--- src/rtl/saturating_narrower_pkg.sv ---
// Shared definitions for the saturating narrower: FSM state encoding and
// the saturation constants used when a wide result does not fit.
package saturating_narrower_pkg;

    typedef enum logic [1:0] {
        ST_EMPTY = 2'd0,
        ST_ONE   = 2'd1,
        ST_TWO   = 2'd2
    } state_t;

    // Largest positive N-bit two's complement value (0 followed by N-1 ones)
    function automatic logic [31:0] maxpos(input int unsigned n);
        return (32'd1 << (n - 1)) - 32'd1;
    endfunction

    // Most negative N-bit two's complement value (1 followed by N-1 zeros)
    function automatic logic [31:0] minneg(input int unsigned n);
        return 32'd1 << (n - 1);
    endfunction

endpackage

--- src/rtl/saturating_narrower_if.sv ---
// Valid/ready handshake bundle for the narrower: wide signed input side
// with its per-item saturate/wrap select, and the narrowed output side.
interface saturating_narrower_if #(
    parameter int N = 4
);
    logic         in_valid;
    logic         in_ready;
    logic [N+1:0] in_data;
    logic         sat_en;
    logic         out_valid;
    logic         out_ready;
    logic [N-1:0] out_data;
    logic         out_ovf;

    modport master (
        output in_valid, in_data, sat_en, out_ready,
        input  in_ready, out_valid, out_data, out_ovf
    );

    modport slave (
        input  in_valid, in_data, sat_en, out_ready,
        output in_ready, out_valid, out_data, out_ovf
    );
endinterface

--- src/rtl/saturating_narrower_narrow_core.sv ---
// Combinational narrowing of an (N+2)-bit signed value to N bits: a fit
// test on the top three bits, then either saturation or plain truncation.
module saturating_narrower_narrow_core
    import saturating_narrower_pkg::*;
#(
    parameter int N = 4
) (
    input  logic [N+1:0] in_data,
    input  logic         sat_en,
    output logic [N-1:0] data,
    output logic         ovf
);

    localparam logic [31:0] MAX_W = maxpos(N);
    localparam logic [31:0] MIN_W = minneg(N);
    localparam logic [N-1:0] MAX_V = MAX_W[N-1:0];
    localparam logic [N-1:0] MIN_V = MIN_W[N-1:0];

    // The value fits when the two dropped bits merely repeat the new sign bit
    always_comb begin
        ovf  = !((in_data[N+1] == in_data[N]) && (in_data[N] == in_data[N-1]));
        data = in_data[N-1:0];
        if (ovf && sat_en) begin
            data = in_data[N+1] ? MIN_V : MAX_V;
        end
    end

endmodule

--- src/rtl/saturating_narrower.sv ---
// Narrows ALU results back to N bits behind a valid/ready handshake.
// An output register plus a one-entry skid register keep full throughput
// while in_ready stays a pure register output. Also counts overflows.
module saturating_narrower
    import saturating_narrower_pkg::*;
#(
    parameter int N     = 4,
    parameter int CNT_W = 8
) (
    input  logic              clk,
    input  logic              reset,
    saturating_narrower_if.slave bus,
    input  logic              clr_count,
    output logic [CNT_W-1:0]  ovf_count
);

    localparam logic [CNT_W-1:0] CNT_MAX = '1;

    state_t         state_q;
    state_t         state_d;
    logic           in_ready_q;
    logic [N-1:0]   or_data;
    logic           or_ovf;
    logic [N-1:0]   sk_data;
    logic           sk_ovf;
    logic [N-1:0]   nar_data;
    logic           nar_ovf;
    logic           out_valid_w;
    logic           accept;
    logic           pop;
    logic           load_or;
    logic           load_sk;
    logic           move_sk;
    logic [CNT_W-1:0] cnt_q;

    saturating_narrower_narrow_core #(.N(N)) u_core (
        .in_data (bus.in_data),
        .sat_en  (bus.sat_en),
        .data    (nar_data),
        .ovf     (nar_ovf)
    );

    assign out_valid_w   = (state_q != ST_EMPTY);
    assign accept        = bus.in_valid && in_ready_q;
    assign pop           = out_valid_w && bus.out_ready;
    assign bus.in_ready  = in_ready_q;
    assign bus.out_valid = out_valid_w;
    assign bus.out_data  = or_data;
    assign bus.out_ovf   = or_ovf;
    assign ovf_count     = cnt_q;

    // Next-state and register load decisions from the current occupancy
    always_comb begin
        state_d = state_q;
        load_or = 1'b0;
        load_sk = 1'b0;
        move_sk = 1'b0;
        case (state_q)
            ST_EMPTY: begin
                if (accept) begin
                    load_or = 1'b1;
                    state_d = ST_ONE;
                end
            end
            ST_ONE: begin
                if (accept && pop) begin
                    load_or = 1'b1;
                end else if (accept) begin
                    load_sk = 1'b1;
                    state_d = ST_TWO;
                end else if (pop) begin
                    state_d = ST_EMPTY;
                end
            end
            ST_TWO: begin
                if (pop) begin
                    move_sk = 1'b1;
                    state_d = ST_ONE;
                end
            end
            default: state_d = ST_EMPTY;
        endcase
    end

    // State, registered in_ready and the two storage entries
    always_ff @(posedge clk) begin
        if (reset) begin
            state_q    <= ST_EMPTY;
            in_ready_q <= 1'b0;
            or_data    <= '0;
            or_ovf     <= 1'b0;
            sk_data    <= '0;
            sk_ovf     <= 1'b0;
        end else begin
            state_q    <= state_d;
            in_ready_q <= (state_d != ST_TWO);
            if (load_or) begin
                or_data <= nar_data;
                or_ovf  <= nar_ovf;
            end else if (move_sk) begin
                or_data <= sk_data;
                or_ovf  <= sk_ovf;
            end
            if (load_sk) begin
                sk_data <= nar_data;
                sk_ovf  <= nar_ovf;
            end
        end
    end

    // Saturating count of accepted overflows; clear wins over increment
    always_ff @(posedge clk) begin
        if (reset || clr_count) begin
            cnt_q <= '0;
        end else if (accept && nar_ovf && (cnt_q != CNT_MAX)) begin
            cnt_q <= cnt_q + CNT_W'(1);
        end
    end

endmodule

--- src/flat_wrapper.sv ---
// flat-port wrapper written by rule: the top's interface ports become plain ports
module saturating_narrower_flat import saturating_narrower_pkg::*;
#(
    parameter int N     = 4,
    parameter int CNT_W = 8
)
  (clk, reset, clr_count, ovf_count, bus_in_valid, bus_in_data, bus_sat_en, bus_out_ready, bus_in_ready, bus_out_valid, bus_out_data, bus_out_ovf);
  saturating_narrower_if #(.N(N)) bus_i ();
  input  logic clk;
  input  logic reset;
  input  logic clr_count;
  output logic [CNT_W-1:0] ovf_count;
  input wire logic [$bits(bus_i.in_valid)-1:0] bus_in_valid;
  input wire logic [$bits(bus_i.in_data)-1:0] bus_in_data;
  input wire logic [$bits(bus_i.sat_en)-1:0] bus_sat_en;
  input wire logic [$bits(bus_i.out_ready)-1:0] bus_out_ready;
  output wire logic [$bits(bus_i.in_ready)-1:0] bus_in_ready;
  output wire logic [$bits(bus_i.out_valid)-1:0] bus_out_valid;
  output wire logic [$bits(bus_i.out_data)-1:0] bus_out_data;
  output wire logic [$bits(bus_i.out_ovf)-1:0] bus_out_ovf;
  assign bus_i.in_valid = bus_in_valid;
  assign bus_i.in_data = bus_in_data;
  assign bus_i.sat_en = bus_sat_en;
  assign bus_i.out_ready = bus_out_ready;
  assign bus_in_ready = bus_i.in_ready;
  assign bus_out_valid = bus_i.out_valid;
  assign bus_out_data = bus_i.out_data;
  assign bus_out_ovf = bus_i.out_ovf;
  saturating_narrower #(.N(N), .CNT_W(CNT_W)) u_core (.clk(clk), .reset(reset), .bus(bus_i), .clr_count(clr_count), .ovf_count(ovf_count));
endmodule
--- config.mk ---
export PLATFORM = sky130hd
export DESIGN_NAME = saturating_narrower_flat
export DESIGN_NICKNAME = d
export VERILOG_FILES = /design/src/rtl/saturating_narrower_pkg.sv /design/src/rtl/saturating_narrower_if.sv /design/src/rtl/saturating_narrower_narrow_core.sv /design/src/rtl/saturating_narrower.sv /design/src/flat_wrapper.sv
export SDC_FILE = /design/constraint.sdc
export NUM_CORES = 1
export LEC_CHECK = 0
export CAP_MARGIN = 20
export CORE_MARGIN = 10
export CORE_UTILIZATION = 35
export DETAILED_ROUTE_END_ITERATION = 12
export GPL_TIMING_DRIVEN = 1
export SLEW_MARGIN = 20
export SYNTH_ARGS = -nofsm -noshare
export SYNTH_HDL_FRONTEND = slang
export SYNTH_SLANG_ARGS = --single-unit
--- constraint.sdc ---
create_clock -name clk -period 2.1 [get_ports clk]
set_input_delay 0.42 -clock clk [delete_from_list [all_inputs] [get_ports clk]]
set_output_delay 0.42 -clock clk [all_outputs]
set_load 0.005 [all_outputs]
[After elaboration in Yosys (flattened, before gate mapping)]
Index checks and enable logic that the tools add are counted.
Storage, ports and cells
  register bits: 21
  bits of input ports: 12
Operators by class
  $add $sub $neg: 1
  eq/ne operators: 6
  mux-type cells: 19
  reductions and logical operators: 12
Operators by type and width (number)
  two-way mux 4 bit: 4
  two-way mux 2 bit: 5
  adder 8 x 1 -> 8 bit, second input constant: 1
  two-way mux 1 bit: 8
  != test 8 bit, second input constant: 1
  logical AND 1 bit: 7
  one-hot mux 2 bit (3 select lines): 1
  nonzero test 2 bit: 2
  == test 1 bit: 2
  == test 2 x 1 -> 1 bit, second input constant: 1
  == test 2 bit, second input constant: 1
  logical NOT 2 bit: 1
  != test 2 bit, second input constant: 1
  one-hot mux 1 bit (2 select lines): 1
  logical NOT 1 bit: 1
  logical OR 1 bit: 1

[Depth between registers and ports, before layout]
  depth in word-level cells: 7
  depth in mapped cells: 5
  depth with buffers taken out: 5

[Modules after synthesis]
Synthesis repeated with hierarchy kept, for this count alone.
Second synthesis, totals
  cell total of the unflattened synthesis: 124
  area, all modules: 1091.0 um2
By module, submodules not included
  saturating_narrower: times used 1, cells each 104, area each 988.4 um2, seq. area each 420.4 um2
  saturating_narrower_narrow_core: times used 1, cells each 20, area each 102.6 um2, seq. area each 0.0 um2

[Worst setup path after synthesis]
Ideal clock, no wire load.
  kind: input to register
  start point: in bus_in_data[3]
  end point: reg u_core.cnt_q[5] (netlist: u_core.ovf_count[5])
  library setup time: 0.070 ns
  arrival: 1.577 ns
  path slack: 0.453 ns
  stages on the path: 4
  buffers on the path: 0
  cell sequence: and3_4 > or3_4 > or4_1 > a21oi_1
On the way
  word-level cells in the longest chain between the ends: 5
Ends and longest elaborated chain
  from (decl): RTL line flat_wrapper.sv:14  | input wire logic [$bits(bus_i.in_data)-1:0] bus_in_data;
  == test 1 bit: RTL line saturating_narrower_narrow_core.sv:21  | ovf = !((in_data[N+1] == in_data[N]) && (in_data[N] == in_data[N-1]));
  logical AND 1 bit: RTL line saturating_narrower_narrow_core.sv:21
  logical NOT 1 bit: RTL line saturating_narrower_narrow_core.sv:21
  logical AND 1 bit (2 in a row): RTL line saturating_narrower.sv:115  | end else if (accept && nar_ovf && (cnt_q != CNT_MAX)) begin
  to (signal assigned): RTL line saturating_narrower.sv:116  | cnt_q <= cnt_q + CNT_W'(1);
  to (decl): RTL line saturating_narrower.sv:34  | logic [CNT_W-1:0] cnt_q;
Every way passes these cells.
A chain may end at the register's enable or synchronous reset.

[Worst setup path in the final report]
  start point: in bus_in_data[5]
  end point: reg u_core.cnt_q[3] (netlist: u_core.ovf_count[3])
Same word-level chain as after synthesis.

==> results.json <==
{
  "status": "finished clean",
  "ys.flop_type": "dfxtp_1",
  "drtIter0Drc": 32,
  "path_cells": "clkdlybuf4s50_1 > and3_4 > or3_4 > or3_2 > a21oi_1",
  "hold_buffers": 0,
  "hpwl_um": 2256,
  "slew_violations": 0,
  "cts_buffers": 3,
  "first_pass_iters": 4,
  "clock_path_buffers": 2,
  "path_depth": 5,
  "synth_nets": 140,
  "end_kind": "flip-flop",
  "rsz0062_at_grt": "false",
  "io_buffers": 26,
  "total_power_uw": 753.0,
  "rows": 20,
  "skew_ns": 0.01392,
  "finalSetupViolCount": 0,
  "grt_pass1_wl_um": 4761,
  "synth_compound_area_frac": 0.2229,
  "root_buffer": "clkbuf_4",
  "critical_path_peak_fanout": 6,
  "p_int_uw": 562.1,
  "synthMuxAreaShare": 0.08800,
  "grt_usage": 0.09546,
  "die_x_um": 75.93,
  "synth-edff-count": 0,
  "dieArea_sq_mm": 0.005765,
  "area_delta_synth_final_pct": 36.46,
  "p_comb_frac": 0.182,
  "relSlewSlack": 0.7515,
  "cp-endpoint": "u_core.ovf_count[3]$_SDFFE_PP0P_",
  "overflow": 0,
  "die_y_um": 75.93,
  "synthArstFlopShare": 0,
  "grt_max_degree": 14,
  "final_nets": 177,
  "ys_warn_count": 0,
  "post-place-ws_ns": -0.1221,
  "cts_resized": 0,
  "hold_path.class": "flip-flop to flip-flop",
  "synth_top_family_by_area": "simple AND/OR/NAND/NOR gates",
  "layout_min_cycle_time_ns": 1.913,
  "worst_path_max_delay_cell": "clkdlybuf4s50_1",
  "critical_path_class": "primary input to flip-flop",
  "cp_num_buf_inv": 1,
  "place_area_sq_mm": 0.001466,
  "slowest_delay_ns": 0.50,
  "startpoint_type": "primary input",
  "diodes": 0,
  "cts_tree": "built",
  "clk_pin_slew_ns": 0.11,
  "power_frac_clock": 0.260,
  "synthSimpleGateAreaFrac": 0.2800,
  "crit_start": "bus_in_data[5]",
  "rr_endpoint": "u_core.ovf_count[3]$_SDFFE_PP0P_",
  "r2r-start": "u_core.ovf_count[2]$_SDFFE_PP0P_",
  "swShare": 0.2536,
  "avgSynthCellArea_sq_um": 8.620,
  "setup_slack_ns": 0.1868,
  "ctsHtreeMaxLevel": 1,
  "critPathTopFamily": "simple AND/OR/NAND/NOR gates",
  "ff2ff_path_depth": 4,
  "max_clock_freq_mhz": 522.7,
  "drc_errors": 0,
  "hold_violations": 0,
  "utilization": 0.4934,
  "netlist_area_sq_mm": 0.001095,
  "ys_seq_elements": 21,
  "io_pins": 27,
  "fin_crit_sh": 0.9111,
  "antenna_left": 0,
  "cap_viol_max_count": 0,
  "synth_xor_area_frac": 0,
  "power_frac_seq": 0.557,
  "cp.required_ns": 2.33,
  "core_area_sq_mm": 0.003028,
  "antenna_found_initial": 0,
  "ys_seq_area_frac": 0.3840,
  "powerDensity_mw_per_mm2": 504.1,
  "post_cts_buffers": 0,
  "clk_latency_ns": 0.30,
  "p_switching_uw": 191.0,
  "synthAdderAreaFrac": 0.01143,
  "gp_congestion": 0.8344,
  "start_util": 0.3616,
  "p_leak_nw": 0.5616,
  "netlist_instances": 127,
  "via_count": 1061,
  "drive_above_1_share": 0.1963,
  "tightest_slew_ns": 0.3727,
  "synth_cell_types": 37,
  "reg2reg_slack_ns": 0.51,
  "numClockSinks": 21,
  "grt_pass1_vias": 1071,
  "wl_per_cell_um": 13.51,
  "worstPathArrival_ns": 2.14,
  "final_area_sq_mm": 0.001494,
  "min-delay-start": "u_core.sk_data[3]$_SDFFE_PP0P_",
  "viasPerCell": 5.126,
  "routed_wirelength_um": 2796,
  "peakVddDrop_uv": 286.2
}
==> final cells by class <==
type                    count  area [sq um]
clock buffers               3         22.52
clock inverters             1         5.005
fillers                   303          1534
inverters                   1         3.754
multi-input cells         102         659.4
flip-flops and latches     21         420.4
well taps                  44         55.05
repair buffers             35         327.8
==> how the worst min path moves through the flow <==
stage                     depth (start not counted)                        endpoint  slack [ns]
final                                             2  u_core.sk_data[3]$_SDFFE_PP0P_        0.51
after global routing                              2  u_core.sk_data[3]$_SDFFE_PP0P_        0.53
after CTS                                         2  u_core.sk_data[3]$_SDFFE_PP0P_        0.51
after detailed placement                          2      u_core.sk_ovf$_SDFFE_PP0P_        0.48
after floorplan                                   2      u_core.sk_ovf$_SDFFE_PP0P_        0.46
after global placement                            2      u_core.sk_ovf$_SDFFE_PP0P_        0.48
==> Yosys cell counts (all sizes together), types with 2 or more instances <==
| library cell | number | area share |
|---|---|---|
| a211o | 3 | 0.027 |
| a211oi | 9 | 0.062 |
| a21oi | 11 | 0.050 |
| a311oi | 2 | 0.016 |
| and2 | 2 | 0.011 |
| and3 | 2 | 0.016 |
| clkbuf | 3 | 0.010 |
| dfxtp | 21 | 0.38 |
| mux2 | 5 | 0.051 |
| mux2i | 4 | 0.037 |
| nand2 | 10 | 0.034 |
| nand3 | 3 | 0.014 |
| nor2 | 19 | 0.065 |
| nor2b | 2 | 0.011 |
| nor3 | 4 | 0.023 |
| o31ai | 2 | 0.014 |
| or2 | 6 | 0.034 |
| or3 | 3 | 0.023 |
| or4 | 2 | 0.014 |
==> worst min-delay path: stages, from the launching register on <==
cell and delay (ns):
dfxtp_1 0.33, nor2_1 0.09, a211oi_1 0.05
==> sequential cells by signal, indices dropped and copies added (netlist names) <==
register             cells
u_core.state_q           2
u_core.ovf_count         8
u_core.bus.out_ovf       1
u_core.sk_data           4
u_core.bus.in_ready      1
u_core.sk_ovf            1
u_core.bus.out_data      4
==> through the flow <==
stage               setup TNS [ns]  hold slack [ns]  instances
finish                           0           0.5072        207
global route                     0           0.5332        207
CTS                              0           0.5093        207
detailed placement         -0.4505           0.4846        203
global placement           -0.1965           0.4778        203
floorplan                        0           0.4561        127
==> kinds of logic (layout without fill, tap and decap cells) <==
kind of cell | Yosys count | after routing
AND/OR/NAND/NOR | 58 | 58
AO/OA/AOI/OAI | 34 | 34
flip-flops | 21 | 21
buffers and inverters | 4 | 40
multiplexers | 9 | 9
adder cells (fa/ha/maj) | 1 | 1
==> power groups by stage <==
stage	registers, mW	clock network, mW	logic (mW)
final	0.420	0.196	0.137
after global routing	0.422	0.225	0.152
after CTS	0.420	0.207	0.139
after detailed placement	0.429	0	0.138
after global placement	0.428	0	0.136
after floorplan	0.428	0	0.0637
==> metal layers <==
metal / up-vias / wire length (um) / global-route usage
met5: - / 0 / 0
met4: 0 / 43 / 0.04167
met3: 4 / 175 / 0.03538
met2: 24 / 1356 / 0.1607
met1: 489 / 1220 / 0.1043
li1: 544 / - / -
==> cells in the final DEF (no fill, tap or decap), types with 2 or more instances in the layout <==
| master | count |
|---|---|
| a211o_2 | 3 |
| a211oi_1 | 9 |
| a21oi_1 | 11 |
| a311oi_1 | 2 |
| and2_1 | 2 |
| buf_4 | 9 |
| clkbuf_4 | 3 |
| clkdlybuf4s50_1 | 26 |
| dfxtp_1 | 21 |
| mux2_2 | 5 |
| mux2i_1 | 4 |
| nand2_1 | 10 |
| nand3_1 | 3 |
| nor2_1 | 19 |
| nor2b_1 | 2 |
| nor3_1 | 3 |
| o31ai_1 | 2 |
| or2_2 | 6 |
| or4_1 | 2 |
Note: power is estimated with default switching activity, not from simulation.
